===== src/rtl/alu_issue_stage_if.sv =====
// ID->EX handshake and payload bundle for the ALU issue stage.
// master = ID-side driver (instruction source plus EX consumer), slave = the issue stage itself.
interface alu_issue_stage_if;
  logic        id_valid;
  logic        id_ready;
  logic [31:0] id_instr;
  logic [31:0] id_rs_data;
  logic [31:0] id_rt_data;
  logic        flush;
  logic        ex_valid;
  logic        ex_ready;
  logic [3:0]  ex_alu_control;
  logic [31:0] ex_a;
  logic [31:0] ex_b;
  logic [4:0]  ex_dest;
  logic        ex_regwrite;
  logic        ex_is_branch;
  logic        ex_illegal;

  modport master (
    output id_valid, id_instr, id_rs_data, id_rt_data, flush, ex_ready,
    input  id_ready, ex_valid, ex_alu_control, ex_a, ex_b, ex_dest,
           ex_regwrite, ex_is_branch, ex_illegal
  );

  modport slave (
    input  id_valid, id_instr, id_rs_data, id_rt_data, flush, ex_ready,
    output id_ready, ex_valid, ex_alu_control, ex_a, ex_b, ex_dest,
           ex_regwrite, ex_is_branch, ex_illegal
  );
endinterface


===== src/rtl/alu_issue_stage.sv =====
// ID->EX issue stage: decodes a MIPS instruction into ALU control and operands and holds
// the result in a single valid/ready slot with stall, flush and a handoff counter.
module alu_issue_stage #(
  parameter int CNT_W       = 32,
  parameter bit SUPPRESS_R0 = 1'b1
) (
  input  logic                 clk,
  input  logic                 reset,
  alu_issue_stage_if.slave     bus,
  output logic [CNT_W-1:0]     issue_count
);

  logic [5:0]  op;
  logic [5:0]  funct;
  logic [4:0]  rt;
  logic [4:0]  rd;
  logic [4:0]  shamt;
  logic [15:0] imm;
  logic [31:0] sext_imm;
  logic [31:0] zext_imm;

  assign op       = bus.id_instr[31:26];
  assign rt       = bus.id_instr[20:16];
  assign rd       = bus.id_instr[15:11];
  assign shamt    = bus.id_instr[10:6];
  assign funct    = bus.id_instr[5:0];
  assign imm      = bus.id_instr[15:0];
  assign sext_imm = {{16{imm[15]}}, imm};
  assign zext_imm = {16'h0000, imm};

  logic [3:0]  ctl_next;
  logic [31:0] a_next;
  logic [31:0] b_next;
  logic [4:0]  dest_next;
  logic        regwrite_next;
  logic        branch_next;
  logic        illegal_next;

  always_comb begin
    ctl_next      = 4'b0000;
    a_next        = bus.id_rs_data;
    b_next        = bus.id_rt_data;
    dest_next     = rt;
    regwrite_next = 1'b1;
    branch_next   = 1'b0;
    illegal_next  = 1'b0;
    case (op)
      6'h00: begin
        dest_next = rd;
        case (funct)
          6'h20, 6'h21: ctl_next = 4'b0010;
          6'h22, 6'h23: ctl_next = 4'b0110;
          6'h24:        ctl_next = 4'b0000;
          6'h25:        ctl_next = 4'b0001;
          6'h26:        ctl_next = 4'b0011;
          6'h27:        ctl_next = 4'b1100;
          6'h2A:        ctl_next = 4'b0111;
          6'h00: begin ctl_next = 4'b0100; a_next = {27'b0, shamt}; end
          6'h02: begin ctl_next = 4'b0101; a_next = {27'b0, shamt}; end
          6'h03: begin ctl_next = 4'b1000; a_next = {27'b0, shamt}; end
          6'h04: begin ctl_next = 4'b0100; a_next = {27'b0, bus.id_rs_data[4:0]}; end
          6'h06: begin ctl_next = 4'b0101; a_next = {27'b0, bus.id_rs_data[4:0]}; end
          6'h07: begin ctl_next = 4'b1000; a_next = {27'b0, bus.id_rs_data[4:0]}; end
          default:      illegal_next = 1'b1;
        endcase
      end
      6'h08, 6'h09, 6'h23: begin ctl_next = 4'b0010; b_next = sext_imm; end
      6'h0A: begin ctl_next = 4'b0111; b_next = sext_imm; end
      6'h0C: begin ctl_next = 4'b0000; b_next = zext_imm; end
      6'h0D: begin ctl_next = 4'b0001; b_next = zext_imm; end
      6'h0E: begin ctl_next = 4'b0011; b_next = zext_imm; end
      6'h2B: begin ctl_next = 4'b0010; b_next = sext_imm; regwrite_next = 1'b0; end
      // lui is executed as a left shift of the zero-extended immediate by 16
      6'h0F: begin ctl_next = 4'b0100; a_next = 32'd16; b_next = zext_imm; end
      6'h04: begin ctl_next = 4'b1001; regwrite_next = 1'b0; branch_next = 1'b1; end
      6'h05: begin ctl_next = 4'b1010; regwrite_next = 1'b0; branch_next = 1'b1; end
      default: illegal_next = 1'b1;
    endcase
    if (illegal_next) begin
      ctl_next      = 4'b0000;
      a_next        = 32'd0;
      b_next        = 32'd0;
      dest_next     = 5'd0;
      regwrite_next = 1'b0;
      branch_next   = 1'b0;
    end
    if (SUPPRESS_R0 && (dest_next == 5'd0)) regwrite_next = 1'b0;
  end

  logic             ex_valid_reg;
  logic [3:0]       ctl_reg;
  logic [31:0]      a_reg;
  logic [31:0]      b_reg;
  logic [4:0]       dest_reg;
  logic             regwrite_reg;
  logic             branch_reg;
  logic             illegal_reg;
  logic [CNT_W-1:0] count_reg;
  logic             id_ready_int;
  logic             accept;

  assign id_ready_int = !ex_valid_reg || bus.ex_ready;
  assign accept       = bus.id_valid && id_ready_int && !bus.flush;

  always_ff @(posedge clk) begin
    if (reset) begin
      ex_valid_reg <= 1'b0;
      ctl_reg      <= 4'b0000;
      a_reg        <= 32'd0;
      b_reg        <= 32'd0;
      dest_reg     <= 5'd0;
      regwrite_reg <= 1'b0;
      branch_reg   <= 1'b0;
      illegal_reg  <= 1'b0;
      count_reg    <= '0;
    end else begin
      if (accept) begin
        ex_valid_reg <= 1'b1;
        ctl_reg      <= ctl_next;
        a_reg        <= a_next;
        b_reg        <= b_next;
        dest_reg     <= dest_next;
        regwrite_reg <= regwrite_next;
        branch_reg   <= branch_next;
        illegal_reg  <= illegal_next;
      end else if (bus.ex_ready || bus.flush) begin
        // payload is left stale; only the valid bit drops
        ex_valid_reg <= 1'b0;
      end
      if (ex_valid_reg && bus.ex_ready) count_reg <= count_reg + CNT_W'(1);
    end
  end

  assign bus.id_ready       = id_ready_int;
  assign bus.ex_valid       = ex_valid_reg;
  assign bus.ex_alu_control = ctl_reg;
  assign bus.ex_a           = a_reg;
  assign bus.ex_b           = b_reg;
  assign bus.ex_dest        = dest_reg;
  assign bus.ex_regwrite    = regwrite_reg;
  assign bus.ex_is_branch   = branch_reg;
  assign bus.ex_illegal     = illegal_reg;
  assign issue_count        = count_reg;

endmodule

===== src/flat_wrapper.sv =====
// flat-port wrapper written by rule: the top's interface ports become plain ports
module alu_issue_stage_flat 
#(
  parameter int CNT_W       = 32,
  parameter bit SUPPRESS_R0 = 1'b1
)
  (clk, reset, issue_count, bus_id_valid, bus_id_instr, bus_id_rs_data, bus_id_rt_data, bus_flush, bus_ex_ready, bus_id_ready, bus_ex_valid, bus_ex_alu_control, bus_ex_a, bus_ex_b, bus_ex_dest, bus_ex_regwrite, bus_ex_is_branch, bus_ex_illegal);
  alu_issue_stage_if bus_i ();
  input  logic clk;
  input  logic reset;
  output logic [CNT_W-1:0] issue_count;
  input wire logic [$bits(bus_i.id_valid)-1:0] bus_id_valid;
  input wire logic [$bits(bus_i.id_instr)-1:0] bus_id_instr;
  input wire logic [$bits(bus_i.id_rs_data)-1:0] bus_id_rs_data;
  input wire logic [$bits(bus_i.id_rt_data)-1:0] bus_id_rt_data;
  input wire logic [$bits(bus_i.flush)-1:0] bus_flush;
  input wire logic [$bits(bus_i.ex_ready)-1:0] bus_ex_ready;
  output wire logic [$bits(bus_i.id_ready)-1:0] bus_id_ready;
  output wire logic [$bits(bus_i.ex_valid)-1:0] bus_ex_valid;
  output wire logic [$bits(bus_i.ex_alu_control)-1:0] bus_ex_alu_control;
  output wire logic [$bits(bus_i.ex_a)-1:0] bus_ex_a;
  output wire logic [$bits(bus_i.ex_b)-1:0] bus_ex_b;
  output wire logic [$bits(bus_i.ex_dest)-1:0] bus_ex_dest;
  output wire logic [$bits(bus_i.ex_regwrite)-1:0] bus_ex_regwrite;
  output wire logic [$bits(bus_i.ex_is_branch)-1:0] bus_ex_is_branch;
  output wire logic [$bits(bus_i.ex_illegal)-1:0] bus_ex_illegal;
  assign bus_i.id_valid = bus_id_valid;
  assign bus_i.id_instr = bus_id_instr;
  assign bus_i.id_rs_data = bus_id_rs_data;
  assign bus_i.id_rt_data = bus_id_rt_data;
  assign bus_i.flush = bus_flush;
  assign bus_i.ex_ready = bus_ex_ready;
  assign bus_id_ready = bus_i.id_ready;
  assign bus_ex_valid = bus_i.ex_valid;
  assign bus_ex_alu_control = bus_i.ex_alu_control;
  assign bus_ex_a = bus_i.ex_a;
  assign bus_ex_b = bus_i.ex_b;
  assign bus_ex_dest = bus_i.ex_dest;
  assign bus_ex_regwrite = bus_i.ex_regwrite;
  assign bus_ex_is_branch = bus_i.ex_is_branch;
  assign bus_ex_illegal = bus_i.ex_illegal;
  alu_issue_stage #(.CNT_W(CNT_W), .SUPPRESS_R0(SUPPRESS_R0)) u_core (.clk(clk), .reset(reset), .bus(bus_i), .issue_count(issue_count));
endmodule

===== config.mk =====
export PLATFORM = sky130hd
export DESIGN_NAME = alu_issue_stage_flat
export DESIGN_NICKNAME = d
export VERILOG_FILES = /design/src/rtl/alu_issue_stage_if.sv /design/src/rtl/alu_issue_stage.sv /design/src/flat_wrapper.sv
export SDC_FILE = /design/constraint.sdc
export NUM_CORES = 1
export LEC_CHECK = 0
export CORE_UTILIZATION = 40
export CTS_CLUSTER_DIAMETER = 100
export CTS_CLUSTER_SIZE = 25
export DETAILED_ROUTE_END_ITERATION = 8
export HOLD_SLACK_MARGIN = 0.03
export PLACE_DENSITY_LB_ADDON = 0.05
export SLEW_MARGIN = 20
export SYNTH_ARGS = -nofsm -noshare
export SYNTH_HDL_FRONTEND = slang
export SYNTH_SLANG_ARGS = --single-unit

===== constraint.sdc =====
create_clock -name clk -period 2.35 [get_ports clk]
set_input_delay 0.235 -clock clk [delete_from_list [all_inputs] [get_ports clk]]
set_output_delay 0.235 -clock clk [all_outputs]
set_load 0.01 [all_outputs]

* Word level (Yosys, flattened, before mapping) *
Index checks and enable logic that the tools add are counted.
Widths: inputs -> output; s select.

cells by class
  add/sub/neg operators = 1
  equality and inequality tests = 25
  muxes and demuxes = 19
  reductions and logical operators = 25

operator list
  cell                   number
  $pmux 32 s2            3
  $eq 6x6->1 const B     11
  $mux 32                2
  $eq 6x4->1 const B     7
  $pmux 4 s9             1
  $add 32x1->32 const B  1
  $pmux 4 s8             1
  $eq 6x3->1 const B     5
  $reduce_or 15->1       1
  $eq 6x2->1 const B     2
  $logic_not 6->1        2
  $reduce_or 2->1        6
  $reduce_or 11->1       1
  $mux 5                 2
  $reduce_or 3->1        3
  $mux 1                 8
  $reduce_or 4->1        2
  $logic_not 5->1        1
  $reduce_or 5->1        1
  $mux 4                 1
  $logic_and 1x1->1      3
  $logic_not 1->1        2
  $logic_or 1x1->1       2
  $pmux 1 s2             1
  $reduce_bool 2->1      1

storage, ports and cells
  register bits = 109
  input bits = 101
  output and inout port bits = 110
  word-level logic and storage cells = 79

* Depth between registers and ports, before layout *
Gate-level depths: netlist of run 1.

  depth in word-level cells = 7
  gate-level depth with buffers = 10
  mapped depth without buffers = 6

* Worst setup path after synthesis of run 1 *
OpenSTA, ideal clock, no wires.

  path type = input to register
  start point = in bus_id_instr[30]
  end point = reg u_core.b_reg[10], in the netlist u_core.bus.ex_b[10]
  library setup time = 117 ps
  data arrival time = 2145 ps
  required time = 2233 ps
  path slack = 88 ps
  cell stages on the path = 10
  path buffers = 5
  cells stage by stage = buf_2 -> or3_4 -> nand2b_4 -> buf_6 -> or3_1 -> buf_2 -> and3b_4 -> buf_6 -> buf_6 -> a32o_1

on the way
  longest elaborated chain between the ends = 4
  elaborated cells between the ends (all ways) = 18
  classes of those cells = eq/ne: 11; mux: 3; reduce/logical: 4

ends and longest elaborated chain
  what                                                line                    RTL
  start: declaration                                  flat_wrapper.sv:13      input wire logic [$bits(bus_i.id_instr)-1:0] bus_id_instr;
  $eq 6x4->1 (tied with other cells)                  alu_issue_stage.sv:47   case (op)
  $reduce_or 11->1 (no line) (tied with other cells)  -
  $pmux 1 s2 or $pmux 32 s2 (tied branches)           alu_issue_stage.sv:47
  $mux 32 (*)                                         alu_issue_stage.sv:79   if (illegal_next) begin
  end signal: assignment                              alu_issue_stage.sv:121  b_reg <= b_next;
  end: declaration                                    alu_issue_stage.sv:93   logic [31:0] b_reg;

Every way passes the cells marked *; elsewhere a longest branch is shown, timed or not.
A chain may end at the register's enable or synchronous reset.

* Final worst setup path of run 1 *
  start point = in bus_id_instr[29]
  end point = reg u_core.b_reg[28], in the netlist u_core.bus.ex_b[28]

Same word-level chain as after synthesis.

==> results of run 1 <==
-- worst paths after layout --
kind,from,slack (ps),endpoint,cells past startpoint
worst min-delay path,reset,300,u_core.issue_count[24]$_SDFFE_PP0P_,2
worst max register to register,u_core.bus.ex_valid$_SDFFE_PP0P_,400,u_core.bus.ex_b[28]$_SDFFE_PP0P_,5
worst max-delay path,bus_id_instr[29],240,u_core.bus.ex_b[28]$_SDFFE_PP0P_,6
worst min register to register,u_core.bus.ex_regwrite$_SDFFE_PP0P_,460,u_core.bus.ex_regwrite$_SDFFE_PP0P_,2
-- cell usage after synthesis (2+ instances only) --
library cell / n / share of area, %
sky130_fd_sc_hd__nor2_1: 52 / 3.7
sky130_fd_sc_hd__and4_1: 5 / 0.83
sky130_fd_sc_hd__a211oi_1: 2 / 0.28
sky130_fd_sc_hd__nand2_1: 29 / 2.1
sky130_fd_sc_hd__o31ai_1: 2 / 0.28
sky130_fd_sc_hd__xor2_1: 24 / 4.0
sky130_fd_sc_hd__mux2_2: 5 / 1.1
sky130_fd_sc_hd__nand4_1: 19 / 2.2
sky130_fd_sc_hd__nor3b_1: 2 / 0.28
sky130_fd_sc_hd__dfxtp_1: 109 / 41
sky130_fd_sc_hd__o21ai_0: 22 / 2.1
sky130_fd_sc_hd__a32oi_1: 7 / 1.2
sky130_fd_sc_hd__o21bai_1: 3 / 0.43
sky130_fd_sc_hd__o2111ai_1: 3 / 0.50
sky130_fd_sc_hd__nor4_1: 3 / 0.35
sky130_fd_sc_hd__a32o_1: 29 / 5.5
sky130_fd_sc_hd__mux2i_1: 2 / 0.38
sky130_fd_sc_hd__a21oi_1: 26 / 2.5
sky130_fd_sc_hd__a221oi_1: 5 / 0.83
sky130_fd_sc_hd__nand3b_1: 2 / 0.28
sky130_fd_sc_hd__nand3_1: 18 / 1.7
sky130_fd_sc_hd__inv_1: 18 / 1.3
sky130_fd_sc_hd__and3_1: 12 / 1.4
sky130_fd_sc_hd__a22o_1: 28 / 4.6
sky130_fd_sc_hd__or4_1: 2 / 0.28
sky130_fd_sc_hd__or3b_1: 2 / 0.33
sky130_fd_sc_hd__nor3_1: 5 / 0.47
sky130_fd_sc_hd__clkbuf_1: 37 / 2.6
sky130_fd_sc_hd__a31oi_1: 2 / 0.24
sky130_fd_sc_hd__nand2b_1: 20 / 2.4
sky130_fd_sc_hd__o22ai_1: 31 / 3.7
sky130_fd_sc_hd__a21boi_0: 6 / 0.85
sky130_fd_sc_hd__and2_1: 7 / 0.83
sky130_fd_sc_hd__buf_1: 2 / 0.14
sky130_fd_sc_hd__buf_6: 4 / 0.85
sky130_fd_sc_hd__buf_2: 10 / 0.95
sky130_fd_sc_hd__nor2b_1: 24 / 2.8
sky130_fd_sc_hd__xnor2_1: 8 / 1.3
-- logic make-up (layout without fill, tap and decap cells) --
kind of cell / Yosys count / after routing / share of synthesized area (%)
compound gates: 172 / 172 / 23.9
xor+xnor: 32 / 32 / 5.30
fa+ha+maj: 1 / 1 / 0.236
buf+inv: 71 / 275 / 5.84
flops: 109 / 109 / 41.2
mux: 7 / 7 / 1.44
simple gates: 211 / 211 / 22.0
-- worst reg2reg max path, delay by kind of cell, from the launching register on --
family,cells,cell delay (ps)
AND/OR/NAND/NOR,3,860
flip-flops,1,370
AO/OA/AOI/OAI,2,660
-- power groups by stage --
stage	Combinational [W]	Sequential [W]	Clock [W]
after floorplan	0.000235	0.00193	0
after global placement	0.000537	0.00192	0
after detailed placement	0.000549	0.00192	0
after CTS	0.000552	0.00188	0.00158
after global routing	0.000601	0.00188	0.00164
final	0.000552	0.00188	0.00153
-- stage by stage --
step,util (%),instance area (um2),std cells
detailed placement,59.7,7630,963
floorplan,-,5290,603
CTS,62.1,7930,979
global route,62.1,7930,979
finish,62.1,7930,979
global placement,59.7,7630,963
-- final cells by class --
class                           count  area (um2)
Fill cell                        1129        4850
Multi-Input combinational cell    423        2810
Timing Repair Buffer              241        2350
Sequential cell                   109        2180
Clock buffer                       10         239
Tap cell                          172         215
Inverter                           18        67.6
Clock inverter                      6        61.3
-- layer usage --
layer,global-route usage [%],share of wire (%),vias up
met5,0,0,-
met4,9.20,2.0,0
met3,5.92,8.0,22
met2,37.4,46,183
met1,30.4,44,2518
li1,-,-,2615
==> impl_metrics.py, run 1 <==
metrics = {
    "worst_setup_path": {
        "slowest_delay_ps": 560,
        "critical-path-top-delay-family": "compound AO/OA/AOI/OAI gates",
        "endpoint_kind": "flip-flop",
        "timing_worst_setup_path_type": "input pin to flip-flop",
        "path_max_fanout": 29,
        "slowest_stage": "sky130_fd_sc_hd__clkdlybuf4s50_1",
        "cell_chain_critical_path": "clkdlybuf4s50_1 > nand2b_1 > a211o_1 > a211oi_2 > and3b_4 > a32o_1",
        "critical_path_buf_inv_count": 1,
        "critPathRequiredTime_ps": 2640,
        "setup.worst_path.start_class": "input pin",
        "worst_ep_arrival_time_ps": 2400,
    },
    "timing": {
        "count_of_final_setup_violators": 0,
        "rsz_0062_raised_after_global_routing": "false",
        "maxSlewHeadroom_pct": 67.8,
        "finalCriticalPeriod_ps": 2110,
        "worst_hold_slack_ps": 297,
        "hold_violations": 0,
        "period_share_pct": 90.0,
        "worst_clock_skew_ps": 7.89,
        "achievable-frequency_mhz": 473,
        "tightestPinTransition_ps": 481,
        "timing.final.max_slew_violations": 0,
        "total_negative_setup_slack_ps": 0,
        "final.setup.worst_slack_ps": 235,
    },
    "grt": {
        "initial_antenna_violation_count": 0,
        "grt_pass1_vias": 5072,
        "globalRoute.totalOverflow": 0,
        "grt_first_pass_wirelength_mm": 25.0,
        "pin_count_of_the_biggest_net_entering_global_routing": 63,
        "groute.usage.overall_pct": 23.4,
    },
    "synth": {
        "yosys.cell_types.count": 54,
        "mappedNetlistArea_mm2": 0.00529,
        "synth.net_count": 705,
        "sequential_fraction_of_the_synthesis_area_pct": 41.2,
        "ys_warns": 0,
        "async_reset_ff_share_pct": 0,
        "syn_area_per_cell_um2": 8.77,
        "synth-seq-cells": 109,
        "synth_edf_count": 0,
        "ys.flop_type": "sky130_fd_sc_hd__dfxtp_1",
        "synthesis.instances": 603,
    },
    "run": {
        "max_cap_violations": 0,
    },
    "routing": {
        "ant_nets": 0,
        "via_per_inst": 5.45,
        "drc_errors": 0,
        "drt_first_iter_violations": 322,
        "drt-total-wl_mm": 16.0,
        "routed-via-count": 5338,
        "wire_per_inst_um": 16.3,
        "drt-pass1-iter-count": 5,
    },
    "power_and_ir_drop": {
        "peak_supply_drop_v": 0.000330,
        "power_density_mw_per_mm2": 500,
        "netSwitchingPower_w": 0.00102,
        "comb_power_share_pct": 13.9,
        "p_total_w": 0.00397,
        "share_seq_of_total_power_pct": 47.4,
        "power_leakage_nw": 2.88,
        "cell_internal_power_w": 0.00295,
        "p_sw_share_pct": 25.6,
        "p_clk_share_pct": 38.7,
    },
    "clock_network": {
        "clock_tree.htree_level_count": 3,
        "worstSkewPairLatency_ps": 360,
        "cts_hold_repair.buffers": 0,
        "worst_setup_hold_path_clk_slew_ps": 80,
        "root_buffer": "sky130_fd_sc_hd__clkbuf_16",
        "numCtsBuffers": 9,
        "cts_buffer_depth": 2,
        "clock-sinks": 109,
        "post_cts_resized": 0,
        "post_cts_buffers": 0,
        "tritoncts": "built",
    },
    "final_layout": {
        "mostFrequentLayoutCell": "sky130_fd_sc_hd__clkdlybuf4s50_1",
        "layout_common_cells": "sky130_fd_sc_hd__clkdlybuf4s50_1 (204), sky130_fd_sc_hd__dfxtp_1 (109), sky130_fd_sc_hd__nor2_1 (52)",
        "syn2layout_area_growth_pct": 49.8,
        "nNetsFinal": 904,
        "num_antenna_cells": 0,
        "drive_gt1_share_pct": 8.30,
    },
    "floorplan": {
        "core_region_area_mm2": 0.0128,
        "die_y_um": 117,
        "std_cell_rows": 41,
        "start_util_pct": 41.4,
        "pin_count": 211,
        "dieArea_mm2": 0.0137,
        "fp.dieW_um": 117,
    },
    "placement": {
        "routabilityCongestion": 0.830,
        "preCtsSetupSlack_ps": -128,
        "hpwl_mm": 11.5,
        "port_buffers": 205,
    },
    "status": {
        "status": "completed",
    },
    "hold_path": {
        "holdCritPathClass": "input pin to flip-flop",
    },
}
(Power assumes the default switching activity.)
==> run 2: changes to the inputs <==
==> constraint.sdc (replaced) <==
create_clock -name clk -period 2.35 [get_ports clk]
set_input_delay 0.3525 -clock clk [delete_from_list [all_inputs] [get_ports clk]]
set_output_delay 0.3525 -clock clk [all_outputs]
set_load 0.01 [all_outputs]
==> run 2 against run 1 <==
Cell count is 1.1% higher; setup slack worse by 36 ps; hold slack better by 120 ps; power is 1.5% higher; die area stayed put; final area is 0.95% higher; critical path depth stayed put; register-to-register slack better by 30 ps; first-iteration DRC count is 8.7% lower; wire length is 0.63% higher; critical path type unchanged.
==> impl_metrics.py, run 2 (same netlist as run 1, synthesis figures left out) <==
metrics = {
    "status": {
        "status": "completed",
    },
    "power_and_ir_drop": {
        "power_density_mw_per_mm2": 503,
        "peak_supply_drop_v": 0.000287,
        "power_leakage_nw": 2.94,
    },
    "routing": {
        "drt_first_iter_violations": 294,
        "drt-total-wl_mm": 16.1,
        "via_per_inst": 5.41,
        "drt-pass1-iter-count": 4,
        "drc_errors": 0,
        "routed-via-count": 5359,
        "ant_nets": 0,
        "wire_per_inst_um": 16.2,
    },
    "grt": {
        "grt.met1_usage_pct": 30.1,
        "groute.layer.met3.usage_pct": 5.77,
        "groute.usage.overall_pct": 23.3,
        "pin_count_of_the_biggest_net_entering_global_routing": 47,
        "grt_pass1_vias": 5050,
        "busiest_layer": "met2",
        "gr-usage-met2_pct": 37.5,
        "initial_antenna_violation_count": 0,
        "globalRoute.totalOverflow": 0,
        "grt_first_pass_wirelength_mm": 24.9,
    },
    "worst_setup_path": {
        "worst_ep_arrival_time_ps": 2440,
        "endpoint_kind": "flip-flop",
        "path_max_fanout": 29,
        "critPathRequiredTime_ps": 2640,
        "timing_worst_setup_path_type": "input pin to flip-flop",
        "setup.worst_path.start_class": "input pin",
    },
    "floorplan": {
        "pin_count": 211,
        "dieArea_mm2": 0.0137,
        "std_cell_rows": 41,
        "die_y_um": 117,
        "start_util_pct": 41.4,
        "fp.dieW_um": 117,
        "core_region_area_mm2": 0.0128,
    },
    "final_layout": {
        "layout.cell_area.non_filler_mm2": 0.00800,
        "nNetsFinal": 915,
        "drive_gt1_share_pct": 9.41,
        "num_antenna_cells": 0,
        "final.fill_count": 1101,
        "register_area_mm2": 0.00218,
        "area_used_by_multi_input_combinational_logic_mm2": 0.00281,
        "mostFrequentLayoutCell": "sky130_fd_sc_hd__clkdlybuf4s50_1",
        "syn2layout_area_growth_pct": 51.3,
        "layout_common_cells": "sky130_fd_sc_hd__clkdlybuf4s50_1 (204), sky130_fd_sc_hd__dfxtp_1 (109), sky130_fd_sc_hd__nor2_1 (52)",
    },
    "clock_network": {
        "cts_buffer_depth": 2,
        "post_cts_resized": 0,
        "numCtsBuffers": 9,
        "worstSkewPairLatency_ps": 350,
        "root_buffer": "sky130_fd_sc_hd__clkbuf_16",
        "post_cts_buffers": 0,
        "tritoncts": "built",
        "clock-sinks": 109,
        "worst_setup_hold_path_clk_slew_ps": 70,
        "cts_hold_repair.buffers": 0,
        "clock_tree.htree_level_count": 3,
    },
    "timing": {
        "maxSlewHeadroom_pct": 51.1,
        "rsz_0062_raised_after_global_routing": "false",
        "worst_clock_skew_ps": 6.35,
        "total_negative_setup_slack_ps": 0,
        "achievable-frequency_mhz": 465,
        "timing.final.max_slew_violations": 0,
        "worst_hold_slack_ps": 412,
        "hold_violations": 0,
        "finalCriticalPeriod_ps": 2150,
        "tightestPinTransition_ps": 728,
        "period_share_pct": 91.5,
        "count_of_final_setup_violators": 0,
    },
    "run": {
        "max_cap_violations": 0,
    },
    "placement": {
        "hpwl_mm": 11.8,
        "routabilityCongestion": 0.859,
        "post_dp_cell_area_mm2": 0.00770,
        "port_buffers": 205,
    },
    "hold_path": {
        "holdCritPathClass": "input pin to flip-flop",
    },
}
## run 2: changes by cell type in the layout (fill, tap and decap cells not counted), sizes merged
cell,change
buf,+11
bufinv,+1
clkinvlp,-1
## run 2: per-stage QoR
| step | std cells | util (%) | setup slack (ps) | power (W) |
|---|---|---|---|---|
| floorplan | 603 | - | -9.22 | 0.00217 |
| global placement | 974 | 60.3 | -126 | 0.00247 |
| detailed placement | 974 | 60.3 | -180 | 0.00248 |
| CTS | 990 | 62.6 | 182 | 0.00407 |
| global route | 990 | 62.6 | 123 | 0.00419 |
| finish | 990 | 62.6 | 200 | 0.00403 |
## run 2: routing by layer
metal	up-vias	share of wire, %
met4	0	1.4
met1	2519	46
met5	-	0
li1	2636	-
met2	183	45
met3	21	7.9
## run 2: path summary, 6_finish.rpt
check        cells past startpoint  slack, ps                                 from                              endpoint
max                              6        200                     bus_id_instr[29]      u_core.bus.ex_b[21]$_SDFFE_PP0P_
min                              2        410                                reset  u_core.bus.ex_is_branch$_SDFFE_PP0P_
max reg2reg                      5        430     u_core.bus.ex_valid$_SDFFE_PP0P_      u_core.bus.ex_b[21]$_SDFFE_PP0P_
min reg2reg                      2        460  u_core.bus.ex_regwrite$_SDFFE_PP0P_   u_core.bus.ex_regwrite$_SDFFE_PP0P_
## run 2: cell type report
class,count,area share (%)
clock buffers,10,2.86
multi-input cells,423,35.1
well taps,172,2.69
flip-flops and latches,109,27.3
repair buffers,252,30.3
inverters,18,0.844
clock inverters,6,0.954
## run 2: worst max-delay path, stage by stage
cell,delay [ps]
sky130_fd_sc_hd__clkdlybuf4s50_1,530
sky130_fd_sc_hd__nand2b_1,100
sky130_fd_sc_hd__a211o_1,330
sky130_fd_sc_hd__a211oi_2,360
sky130_fd_sc_hd__and3b_4,520
sky130_fd_sc_hd__a32o_1,240
## run 2: where the power goes
group | internal (W) | switching, W
registers | 0.00187 | 0.0000126
clock network | 0.000849 | 0.000730
logic | 0.000316 | 0.000253
total | 0.00303 | 0.000996
==> RTL change 1, RTL diff (settings of run 2) <==
`CNT_W` is set to 32 in 2 places; all go to 40.
--- a/src/rtl/alu_issue_stage.sv
+++ b/src/rtl/alu_issue_stage.sv
@@ -1,7 +1,7 @@
 // ID->EX issue stage: decodes a MIPS instruction into ALU control and operands and holds
 // the result in a single valid/ready slot with stall, flush and a handoff counter.
 module alu_issue_stage #(
-  parameter int CNT_W       = 32,
+  parameter int CNT_W       = 40,
   parameter bit SUPPRESS_R0 = 1'b1
 ) (
   input  logic                 clk,
--- a/src/flat_wrapper.sv
+++ b/src/flat_wrapper.sv
@@ -1,7 +1,7 @@
 // flat-port wrapper written by rule: the top's interface ports become plain ports
 module alu_issue_stage_flat 
 #(
-  parameter int CNT_W       = 32,
+  parameter int CNT_W       = 40,
   parameter bit SUPPRESS_R0 = 1'b1
 )
   (clk, reset, issue_count, bus_id_valid, bus_id_instr, bus_id_rs_data, bus_id_rt_data, bus_flush, bus_ex_ready, bus_id_ready, bus_ex_valid, bus_ex_alu_control, bus_ex_a, bus_ex_b, bus_ex_dest, bus_ex_regwrite, bus_ex_is_branch, bus_ex_illegal);
Interface: changed (resized issue_count); port bits go from 211 to 219. No check against the original RTL was run, so the function may have changed too.
==> RTL change 1 against run 2 <==
- clock power grew 53%
- critical endpoint is now u_core.bus.ex_a[5]
- cell area grew 7.2%
- wire length grew 2.7%
- sequential cell count grew 8
- synthesized area grew 1.2%
- total power grew 24%
- worst setup slack lost 0.11 ns
==> RTL change 1: results <==
set metrics [dict create \
    status "finished, final reports clean" \
    io_buffers 213 \
    first_global_vias 5238 \
    yosysWarnings 0 \
    synth_area_leaders "dfxtp_1 (44%), nor2_1 (6.0%), xor2_1 (5.2%)" \
    grt_max_degree 50 \
    routed_wl_mm 16.5 \
    cts_htree_levels 4 \
    ys_seq_area_share_pct 43.8 \
    clkTransAtPathRegs_ns 0.05 \
    crit_arrival_ns 2.60 \
    peakVddDrop_v 0.000629 \
    worst_pin_slew_ns 0.565 \
    r2r_slack_ns 0.29 \
    cts_made_buffers 17 \
    crit_fanout 27 \
    hold_ws_ns 0.359 \
    postPlaceCellArea_um2 8010 \
    antenna_cells 0 \
    viasPerCell 5.29 \
    synth_common_cells "dfxtp_1 (117), nor2_1 (85), nand2_1 (44)" \
    slowest_delay_ns 0.45 \
    worstSkewPairLatency_ns 0.41 \
    drive_gt1_share_pct 13.5 \
    syn-num-nets 696 \
    grt_pass1_wl_mm 27.1 \
    nFillCells 1070 \
    grt_util_all_layers_pct 24.3 \
    gp_congestion 0.873 \
    nets 941 \
    yosysUniqueCellTypes 62 \
    r2r_cells 7 \
    pre_cts_slack_ns -0.299 \
    drt_iter0_markers 329 \
    power.leakage_uw 0.00310 \
    dp_hpwl_mm 12.0 \
    skew_ns 0.00694 \
    r2r-end "u_core.bus.ex_a[5]" \
]
-- RTL change 1: cell types whose count changed after synthesis, sizes merged, moves of 10 or more --
cell / before / now
nand2: 29 / 45
o21ai: 22 / 5
nor2b: 24 / 8
mux2: 5 / 19
nor2: 52 / 85
or4: 2 / 19
a32oi: 7 / 17
o22ai: 31 / 4
a32o: 29 / 1
inv: 18 / 7
nand2b: 21 / 5
-- RTL change 1: kinds of logic (layout without fill, tap and decap cells) --
logic type      Yosys count  after routing  synth area share (%)
mux                      26             26                  5.54
fa+ha+maj                 1              1                 0.234
flops                   117            117                  43.8
simple gates            251            251                  23.8
buf+inv                  49            306                  3.95
xor+xnor                 40             40                  6.55
compound gates          110            110                  16.2
-- RTL change 1: how the worst max path moves through the flow --
stage / end / slack [ns] / start
6_report: u_core.bus.ex_a[5] / 0.09 / bus_id_instr[26]
3_3_place_gp: u_core.bus.ex_a[23] / -0.27 / bus_id_instr[26]
5_1_grt: u_core.bus.ex_a[8] / 0.04 / bus_id_instr[26]
3_5_place_dp: u_core.bus.ex_a[5] / -0.30 / bus_id_instr[26]
4_1_cts: u_core.bus.ex_a[5] / 0.09 / bus_id_instr[26]
2_1_floorplan: u_core.bus.ex_alu_control[3] / 0.26 / bus_id_instr[27]
-- RTL change 1: final cells by class --
type | count | area (µm²) | area share [%]
Clock buffer | 24 | 492 | 5.73
Clock inverter | 7 | 72.6 | 0.846
Inverter | 7 | 26.3 | 0.306
Multi-Input combinational cell | 428 | 2810 | 32.8
Sequential cell | 117 | 2340 | 27.3
Tap cell | 172 | 215 | 2.51
Timing Repair Buffer | 268 | 2620 | 30.5
-- RTL change 1: what timing repair did --
action | CTS | global route
resized for setup | 0 | 1
endpoints found under the hold margin | 0 | 0
setup endpoints to repair | 0 | 14
setup buffers | 0 | 0
-- RTL change 1: per-stage QoR --
stage          cells  utilization (%)
2_1_floorplan    594                -
3_3_place_gp     992             62.4
3_5_place_dp     992             62.4
4_1_cts         1023             66.8
5_1_grt         1023             66.9
6_report        1023             66.9
-- RTL change 1: report_power, final --
part,switching [µW],internal [µW]
Clock,866,1560
Sequential,15.2,2010
Combinational,225,309
Total,1110,3880
-- RTL change 1: layer usage --
layer | up-vias | share of wire (%) | global-route usage (%) | wire [µm]
met4 | 0 | 2.4 | 9.62 | 399
met5 | - | 0 | 0 | 0
met1 | 2522 | 43 | 29.7 | 7120
li1 | 2679 | - | - | -
met3 | 28 | 7.7 | 8.28 | 1270
met2 | 178 | 47 | 39.2 | 7710
==> RTL change 2, RTL diff (settings of run 2) <==
Without the edit above. Put one more register stage on the output `issue_count`, without a reset. The value now appears one clock later. The other outputs are not delayed to match.
--- a/src/rtl/alu_issue_stage.sv
+++ b/src/rtl/alu_issue_stage.sv
@@ -140,6 +140,8 @@
   assign bus.ex_regwrite    = regwrite_reg;
   assign bus.ex_is_branch   = branch_reg;
   assign bus.ex_illegal     = illegal_reg;
-  assign issue_count        = count_reg;
+  always_ff @(posedge clk) begin
+    issue_count <= count_reg;
+  end
 
 endmodule
Function: changed (Yosys sat finds a counterexample within 4 cycles, from zero or initial values and one cycle with reset high).
==> RTL change 2 against run 2 <==
- critical endpoint is now u_core.bus.ex_a[5]
- register-to-register slack got worse by 0.04 ns
- fmax down 3.2%
- sequential cell count grew 32
- wire length increased by 6.0%
- cell area rose by 11%
- global-route usage shrank 0.89 points
- highest routed layer unchanged
- combinational power down 5.6%
- synthesized area is 11% higher
- total power is 39% higher
- worst setup slack worse by 0.070 ns
==> RTL change 2: results <==
set metrics [dict create \
    synthMuxAreaShare_pct 4.98 \
    postPlaceCellArea_um2 8260 \
    gp_congestion 0.842 \
    seq_power_uw 2430 \
    status "finished, final reports clean" \
    viasPerCell 5.32 \
    r2r_slack_ns 0.39 \
    first_global_vias 5302 \
    cts_made_buffers 17 \
    synth_area_leaders "dfxtp_1 (48%), nor2_1 (4.9%), nand3_1 (4.3%)" \
    dp_hpwl_mm 11.9 \
    drt_iter0_markers 277 \
    drt-pass1-iter-count 5 \
    p_sw_uw 1340 \
    grt_pass1_wl_mm 26.4 \
    slowest_delay_ns 0.59 \
    yosysUniqueCellTypes 62 \
    synth_adder_area_share_pct 0.383 \
    yosys.area_share.xor_xnor_pct 4.02 \
    drive_gt1_share_pct 13.6 \
    antenna_cells 0 \
    worstSkewPairLatency_ns 0.42 \
    power.leakage_uw 0.00309 \
    internal-power_uw 4250 \
    comb-power_uw 536 \
    synth_common_cells "dfxtp_1 (141), nor2_1 (77), nand3_1 (51)" \
    fin_area_um2 8860 \
    synth_compound_area_share_pct 16.0 \
    crit_fanout 13 \
    min_from "u_core.count_reg[31]" \
    dp_cells 1005 \
    nFillCells 1212 \
    holdPathEnd "u_core.issue_count[31]" \
    grt_util_all_layers_pct 22.4 \
    nets 947 \
    r2r-end "u_core.count_reg[31]" \
    syn-num-nets 732 \
    routed_wl_mm 17.0 \
    skew_ns 0.00687 \
    holdPathStages 0 \
    worst_pin_slew_ns 0.839 \
    grt_max_degree 46 \
    peakVddDrop_v 0.000527 \
    slowest_stage "a21boi_2" \
]
[RTL change 2: worst max path at each step]
stage	startpoint	endpoint	slack (ns)
after floorplan	bus_id_instr[30]	u_core.bus.ex_b[13]	0.37
after global placement	bus_id_instr[1]	u_core.bus.ex_a[7]	-0.27
after global routing	bus_id_instr[1]	u_core.bus.ex_a[9]	0.06
final	bus_id_instr[1]	u_core.bus.ex_a[5]	0.13
after detailed placement	bus_id_instr[1]	u_core.bus.ex_a[23]	-0.35
after CTS	bus_id_instr[1]	u_core.bus.ex_a[29]	0.09
[RTL change 2: cells by family after synthesis]
| kind of cell | count (synthesis) |
|---|---|
| adder cells (fa/ha/maj) | 2 |
| flip-flops | 141 |
| buffers and inverters | 67 |
| AO/OA/AOI/OAI | 117 |
| multiplexers | 26 |
| AND/OR/NAND/NOR | 250 |
| XOR/XNOR | 27 |
[RTL change 2: layout make-up]
cell class / count / share of cell area (%)
clock buffers: 19 / 5.11
clock inverters: 13 / 1.48
inverters: 15 / 0.636
multi-input cells: 423 / 31.2
flip-flops and latches: 141 / 31.9
well taps: 180 / 2.54
repair buffers: 247 / 27.1
[RTL change 2: through the flow]
step / hold WS [ns] / worst slack [ns]
6_report: 0.367 / 0.130
5_1_grt: 0.374 / 0.0649
4_1_cts: 0.365 / 0.0928
3_5_place_dp: 0.361 / -0.348
3_3_place_gp: 0.354 / -0.271
2_1_floorplan: 0.346 / 0.374
[RTL change 2: repair_timing]
item	CTS	global route
setup buffers	0	0
hold buffers	0	0
endpoints found under the setup margin	0	3
endpoints found under the hold margin	0	0
[RTL change 2: metal layers]
metal	GRT usage [%]	routed length [µm]	vias up	share of wire [%]
li1	-	-	2696	-
met1	26.0	7060	2632	41
met2	39.2	8570	182	50
met3	7.61	1230	14	7.2
met4	5.95	158	0	0.93
met5	0	0	-	0
